===== src/rtl/ave_filter_ctrl.sv =====
// Sequencer for the N-tap moving-average filter on the DHT11 data path:
// clears the filter, tracks warm-up fill, publishes averages and runs a sample watchdog.
module ave_filter_ctrl #(
    parameter int AVE_DATA_NUM = 8,
    parameter int DATA_W       = 20,
    parameter int TIMEOUT_CYC  = 150_000_000,
    parameter int TO_W         = 28
) (
    input  logic              sys_clk,
    input  logic              sys_rst_n,
    input  logic              raw_vld,
    input  logic [DATA_W-1:0] raw_data,
    input  logic              flush,
    output logic              filt_en,
    output logic [DATA_W-1:0] filt_din,
    output logic              filt_clr,
    input  logic [DATA_W-1:0] filt_dout,
    output logic [DATA_W-1:0] ave_data,
    output logic              ave_vld,
    output logic              warm,
    output logic              timeout
);

    localparam int                CNT_W   = $clog2(AVE_DATA_NUM) + 1;
    localparam logic [CNT_W-1:0]  FULL    = CNT_W'(AVE_DATA_NUM);
    localparam logic [CNT_W-1:0]  FULL_M1 = CNT_W'(AVE_DATA_NUM - 1);
    localparam logic [TO_W-1:0]   WD_LAST = TO_W'(TIMEOUT_CYC - 1);

    localparam logic [1:0] ST_CLR  = 2'd0;
    localparam logic [1:0] ST_FILL = 2'd1;
    localparam logic [1:0] ST_RUN  = 2'd2;

    logic [1:0]        state_q,    state_d;
    logic [CNT_W-1:0]  fill_cnt_q, fill_cnt_d;
    logic [TO_W-1:0]   wd_cnt_q,   wd_cnt_d;
    logic              filt_en_q,  filt_en_d;
    logic [DATA_W-1:0] filt_din_q, filt_din_d;
    logic              full1_q,    full1_d;
    logic              s2_vld_q,   s2_vld_d;
    logic [DATA_W-1:0] ave_data_q, ave_data_d;
    logic              ave_vld_q,  ave_vld_d;
    logic              filt_clr_q, filt_clr_d;
    logic              warm_q,     warm_d;
    logic              timeout_q,  timeout_d;

    logic active, accept, expire, enter_clr;

    // NOTE: every always_comb output gets a default first, so no path can infer a latch.
    always_comb begin
        active = (state_q == ST_FILL) || (state_q == ST_RUN);
        accept = active && raw_vld && !flush;
        expire = active && !accept && (wd_cnt_q == WD_LAST);

        state_d = state_q;
        case (state_q)
            ST_CLR:  state_d = ST_FILL;
            ST_FILL: if (accept && fill_cnt_q == FULL_M1) state_d = ST_RUN;
            ST_RUN:  state_d = ST_RUN;
            default: state_d = ST_CLR;
        endcase
        if (flush || expire) state_d = ST_CLR;
        enter_clr = (state_d == ST_CLR);

        fill_cnt_d = fill_cnt_q;
        if (enter_clr)                        fill_cnt_d = '0;
        else if (accept && fill_cnt_q != FULL) fill_cnt_d = fill_cnt_q + CNT_W'(1);

        // Watchdog only counts in FILL/RUN; leaving CLR restarts it from zero.
        wd_cnt_d = wd_cnt_q + TO_W'(1);
        if (accept || !active || enter_clr) wd_cnt_d = '0;

        filt_en_d  = accept;
        filt_din_d = accept ? raw_data : filt_din_q;
        full1_d    = accept && (fill_cnt_d == FULL);

        // Entering CLR kills every result still travelling toward ave_vld.
        s2_vld_d   = filt_en_q && full1_q && !enter_clr;
        ave_vld_d  = s2_vld_q && !enter_clr;
        ave_data_d = ave_vld_d ? filt_dout : ave_data_q;

        // The clear pulse trails the CLR state so that reset itself keeps it low.
        filt_clr_d = (state_q == ST_CLR);
        warm_d     = (state_d != ST_RUN);
        timeout_d  = expire;
    end

    // NOTE: sequential state uses non-blocking assignments only, so all flops update together.
    always_ff @(posedge sys_clk or negedge sys_rst_n) begin
        if (!sys_rst_n) begin
            state_q    <= ST_CLR;
            fill_cnt_q <= '0;
            wd_cnt_q   <= '0;
            filt_en_q  <= 1'b0;
            filt_din_q <= '0;
            full1_q    <= 1'b0;
            s2_vld_q   <= 1'b0;
            ave_data_q <= '0;
            ave_vld_q  <= 1'b0;
            filt_clr_q <= 1'b0;
            warm_q     <= 1'b0;
            timeout_q  <= 1'b0;
        end else begin
            state_q    <= state_d;
            fill_cnt_q <= fill_cnt_d;
            wd_cnt_q   <= wd_cnt_d;
            filt_en_q  <= filt_en_d;
            filt_din_q <= filt_din_d;
            full1_q    <= full1_d;
            s2_vld_q   <= s2_vld_d;
            ave_data_q <= ave_data_d;
            ave_vld_q  <= ave_vld_d;
            filt_clr_q <= filt_clr_d;
            warm_q     <= warm_d;
            timeout_q  <= timeout_d;
        end
    end

    assign filt_en  = filt_en_q;
    assign filt_din = filt_din_q;
    assign filt_clr = filt_clr_q;
    assign ave_data = ave_data_q;
    assign ave_vld  = ave_vld_q;
    assign warm     = warm_q;
    assign timeout  = timeout_q;

endmodule


===== config.mk =====
export PLATFORM = sky130hd
export DESIGN_NAME = ave_filter_ctrl
export DESIGN_NICKNAME = d
export VERILOG_FILES = /design/src/rtl/ave_filter_ctrl.sv
export SDC_FILE = /design/constraint.sdc
export NUM_CORES = 1
export LEC_CHECK = 0
export CAP_MARGIN = 25
export CELL_PAD_IN_SITES_DETAIL_PLACEMENT = 1
export CELL_PAD_IN_SITES_GLOBAL_PLACEMENT = 1
export CORE_MARGIN = 1
export CORE_UTILIZATION = 40
export CTS_BUF_LIST = sky130_fd_sc_hd__clkbuf_4 sky130_fd_sc_hd__clkbuf_8
export DETAILED_ROUTE_END_ITERATION = 12
export PLACE_DENSITY_LB_ADDON = 0.1
export SETUP_SLACK_MARGIN = 0.3
export SLEW_MARGIN = 40
export SYNTH_ARGS = -nofsm -noshare
export SYNTH_HDL_FRONTEND = slang
export SYNTH_SLANG_ARGS = --single-unit

===== constraint.sdc =====
create_clock -name sys_clk -period 2.71 [get_ports sys_clk]
set_input_delay 0.542 -clock sys_clk [delete_from_list [all_inputs] [get_ports sys_clk]]
set_output_delay 0.542 -clock sys_clk [all_outputs]
set_load 0.01 [all_outputs]

Word level (Yosys, flattened, before mapping) --
Cells that the tools add are included.
Word-level totals: register bits after elaboration 81, bits of input ports 44, output and inout port bits 45, logic and storage cells 47
Cells by class: $add $sub $neg 2, equality and inequality tests 7, multiplexer cells 6, reductions and logical operators 20
Operators with widths (number):
- $add A28 B1 Y28 const B | 1
- $eq A28 B28 Y1 const B | 1
- $mux W28 | 1
- $logic_and A1 B1 Y1 | 10
- $mux W4 | 2
- $pmux W2 S3 | 1
- $add A4 B1 Y4 const B | 1
- $eq A4 B3 Y1 const B | 1
- $eq A4 B4 Y1 const B | 1
- $logic_not A1 Y1 | 4
- $logic_not A2 Y1 | 2
- $logic_or A1 B1 Y1 | 4
- $mux W2 | 2
- $ne A4 B4 Y1 const B | 1
- $eq A2 B1 Y1 const B | 1
- $eq A2 B2 Y1 const B | 1
- $ne A2 B2 Y1 const B | 1

Depth between registers and ports, before layout --
word-level depth 13, depth in mapped cells 8, depth with buffers taken out 7

Worst setup path after synthesis --
No wires, ideal clock.
path kind reg2reg, start reg state_q[0], end reg ave_data_q[0], in the netlist ave_data[0], library setup time 125 ps, data arrival time 2179 ps, required time 2585 ps, slack 406 ps, cell stages (with the launch flop) 9, path buffers 1, clock period less this slack 2304 ps, cells stage by stage dfrtp_1 > inv_1 > ha_1 > nand3b_4 > or4_4 > o311ai_4 > nand3_4 > buf_12 > mux2_4
On the way: longest elaborated chain between the ends 12, elaborated cells on any way between the ends 17, those cells by class eq/ne (2); mux (3); reduce/logical (12)
RTL lines:
- start, declared | RTL line 33 | logic [1:0] state_q, state_d;
- start signal, assigned | RTL line 103 | state_q <= state_d;
- parallel branches: the longest is 8 deep, another holds $pmux W2 S3
- $mux W2 * | RTL line 61 | if (flush || expire) state_d = ST_CLR;
- $logic_not A2 Y1 * | RTL line 62 | enter_clr = (state_d == ST_CLR);
- $logic_not A1 Y1 * | RTL line 78 | ave_vld_d = s2_vld_q && !enter_clr;
- $logic_and A1 B1 Y1 * | RTL line 78
- end signal, assigned | RTL line 110 | ave_data_q <= ave_data_d;
- end, declared | RTL line 40 | logic [DATA_W-1:0] ave_data_q, ave_data_d;
Every way passes the cells marked *. A chain may end at the register's enable or synchronous reset.

Worst setup path after layout --
start reg state_q[0], end reg ave_data_q[2], in the netlist ave_data[2]
The elaborated chain is that of the path after synthesis.

==> results by group <==
Status
  • Status: finished with violations
  • Failing checks: DRC

Worst setup path
  • Critical path class: flip-flop to flip-flop
  • Worst R2R Start: state_q[0]
  • Required time worst endpoint: 2.95 ns
  • Startpoint Class: flip-flop
  • Crit path max fanout: 5
  • Crit end category: flip-flop
  • Critical Path Source: state_q[0]
  • Crit path DAT: 2.57 ns

Layout
  • Post-route cell area: slightly above 5000 sq um
  • Share of post-route cells with drive strength above 1: 0.158
  • Fin util: 0.579
  • Antenna diodes: 0
  • Number of nets in the layout: 488
  • Area Growth Syn to Fin: 38.6%

Yosys
  • Asr flop ratio synth: 1.00
  • Number of enable flip-flop cells after synthesis: 0
  • Compound-Gate Fraction of Synth Area: 0.0245
  • Multiplexer share of the synthesized area: 0.0834
  • Area contributors post-synth: dfrtp_1, mux2_4, nand2_1, xor2_1, nor2_1
  • Simple-Gate Fraction of Synth Area: 0.217
  • Syn nets: 380
  • Largest family of logic cells by synthesized area: simple AND/OR/NAND/NOR gates
  • Synth Area in Adders: 0.0204
  • Sequential area share after synthesis: 0.551
  • Syn. warnings: 0
  • XOR/XNOR Fraction of Synth Area: 0.0691
  • Yosys reg bits: 81
  • Synth top area share: 0.551
  • Cell variety after synth: 37
  • Avg Inst Size Synth: approximately 11 sq um
  • Prevailing post-synth register cell: dfrtp_1
  • Cells after synthesis: 330
  • Post-synth top area cell: dfrtp_1
  • Most frequent cells after synthesis: dfrtp_1, nand2_1, nor2_1, xor2_1, mux2_4
  • Synthesized area: 3680 sq um
  • Most common cell in the netlist: dfrtp_1

CTS
  • Clock latency on the worst-skew pair: 0.35 ns
  • Cts bufs inserted: 9
  • Clk sink count: 81
  • H-tree depth: 3
  • CTS tree: yes
  • Worst-case clock buffer depth: 2
  • Clock root buffer: clkbuf_8
  • CTS clk-pin slew, worst paths: 0.10 ns

GRT
  • Total GRT Usage: 0.197
  • Antenna violations before repair: 0
  • First-pass GRT wire length: 15.0 mm
  • Largest net degree at the start of global routing: 47
  • Vias in the first global route: 3,066
  • Remaining Overflow, GRT: 0

Floorplan
  • Initial Util: 0.418
  • Std-Cell Rows: 34
  • I/O pin total: 89
  • Core area: 8810 sq um
  • Die X: 97.9 um
  • Height of the die: 97.9 um
  • Full die area: 9580 sq um

Route
  • Total routed wirelength: 8.91 mm
  • First drt pass iteration count: 8
  • Via count: between 2,000 and 3,000
  • Drt initial violations: 71
  • ANT nets after route: 0
  • Avg WL per Cell: 16.2 um
  • Mean number of vias per cell: about 4.9
  • DRC viols: 3

Timing
  • Max Slew Vio Count: 0
  • RSZ-0062 raised after global routing: no
  • Setup_tns: 0 ns
  • Fmax: approximately 0.43 GHz
  • Final setup vio count: 0
  • Clock skew: 0.0211 ns
  • Fin. Hold Viols: 0
  • Worst-Margin Slew: just over 0.7 ns
  • Slew margin rel.: 0.525
  • Minimum clock period: 2.33 ns
  • Final period util: 0.861

Placement
  • DP Wirelength: 5.98 mm
  • Dpl cell area: 4750 sq um
  • Port bufs: 88
  • Gpl congestion: 0.738

Power
  • Peak supply drop: 0.353 mV
  • PD cells: 544 nW/um^2
  • Power Total: 2770 uW
  • Leak: 0.00236 uW

Min path
  • Hold WC Path Type: input pin to asynchronous set/reset pin

Flow run
  • Max-capacitance violation count: 0
cells by family (layout without fill, tap and decap cells):
kind of cell,Yosys count,after routing
AND/OR/NAND/NOR,161,161
flip-flops,81,81
XOR/XNOR,29,29
buffers and inverters,24,137
multiplexers,21,21
AO/OA/AOI/OAI,8,8
adder cells (fa/ha/maj),6,6
registers in the layout, summed over array words and instances (netlist names), 2 cells and up:
signal / cells
fill_cnt_q: 4
wd_cnt_q: 28
ave_data: 20
filt_din: 20
state_q: 2
power breakdown:
group	internal (uW)	switching [uW]	leakage (uW)	total (uW)
Clock	535	486	0.000113	1020
Sequential	1280	43.7	0.00108	1330
Combinational	246	174	0.00116	421
Total	2070	704	0.00236	2770
metal layers:
metal	vias up	GRT usage	wire, um	part of all wire
li1	1299	-	-	-
met1	1359	0.243	3860	0.43
met2	59	0.342	4560	0.51
met3	6	0.0451	394	0.044
met4	0	0.0606	85	0.0095
met5	-	0	0	0
layout make-up:
| type | instances | area [sq um] |
|---|---|---|
| fillers | 948 | 3710 |
| multi-input cells | 225 | 1550 |
| inverters | 12 | 45.0 |
| well taps | 108 | 135 |
| clock inverters | 7 | 105 |
| repair buffers | 109 | 1110 |
| flip-flops and latches | 81 | 2030 |
| clock buffers | 9 | 124 |
per-stage QoR:
step | setup slack [ns] | instances | hold WS, ns
finish | 0.376 | 551 | 0.207
global route | 0.291 | 551 | 0.248
CTS | 0.306 | 546 | 0.222
detailed placement | 0.0745 | 528 | 0.461
global placement | 0.115 | 528 | 0.456
floorplan | 0.406 | 330 | 0.246
path summary, 6_finish.rpt:
path | endpoint | slack, ns | cells after the start
setup / recovery | ave_data[2] | 0.38 | 9
hold / removal | wd_cnt_q[14] | 0.21 | 1
setup reg to reg | ave_data[2] | 0.38 | 9
hold reg to reg | s2_vld_q | 0.48 | 2
max in group asynchronous | wd_cnt_q[20] | 1.89 | 2
min in group sys_clk | s2_vld_q | 0.48 | 2
worst max-delay path, stage by stage (launching register included):
cell and delay (ns):
dfrtp_1 0.36, inv_1 0.09, ha_4 0.27, buf_4 0.13
nand3b_4 0.09, or4_4 0.44, o311ai_4 0.13, nand3_4 0.20
clkbuf_16 0.22, mux2_4 0.29
what timing repair did:
action | CTS | global route
setup endpoints to repair | 21 | 21
hold buffers | 0 | 0
buffers inserted | 2 | 2
pin swaps | 0 | 4
cloned | 0 | 3
gates resized for setup | 0 | 4
layout by cell type (no fill, tap or decap), drive strengths merged, types with 3 or more instances in the layout:
cell type,synthesis,routed
clkdlybuf4s50,0,87
dfrtp,81,81
nand2,72,72
nor2,40,40
xor2,21,21
mux2,20,20
buf,4,20
inv,12,16
nand3,13,13
nand4,12,12
clkbuf,8,11
xnor2,8,8
ha,6,6
and3,4,4
nor3,4,4
and4,3,3
Power figures use the tool's default switching activity.
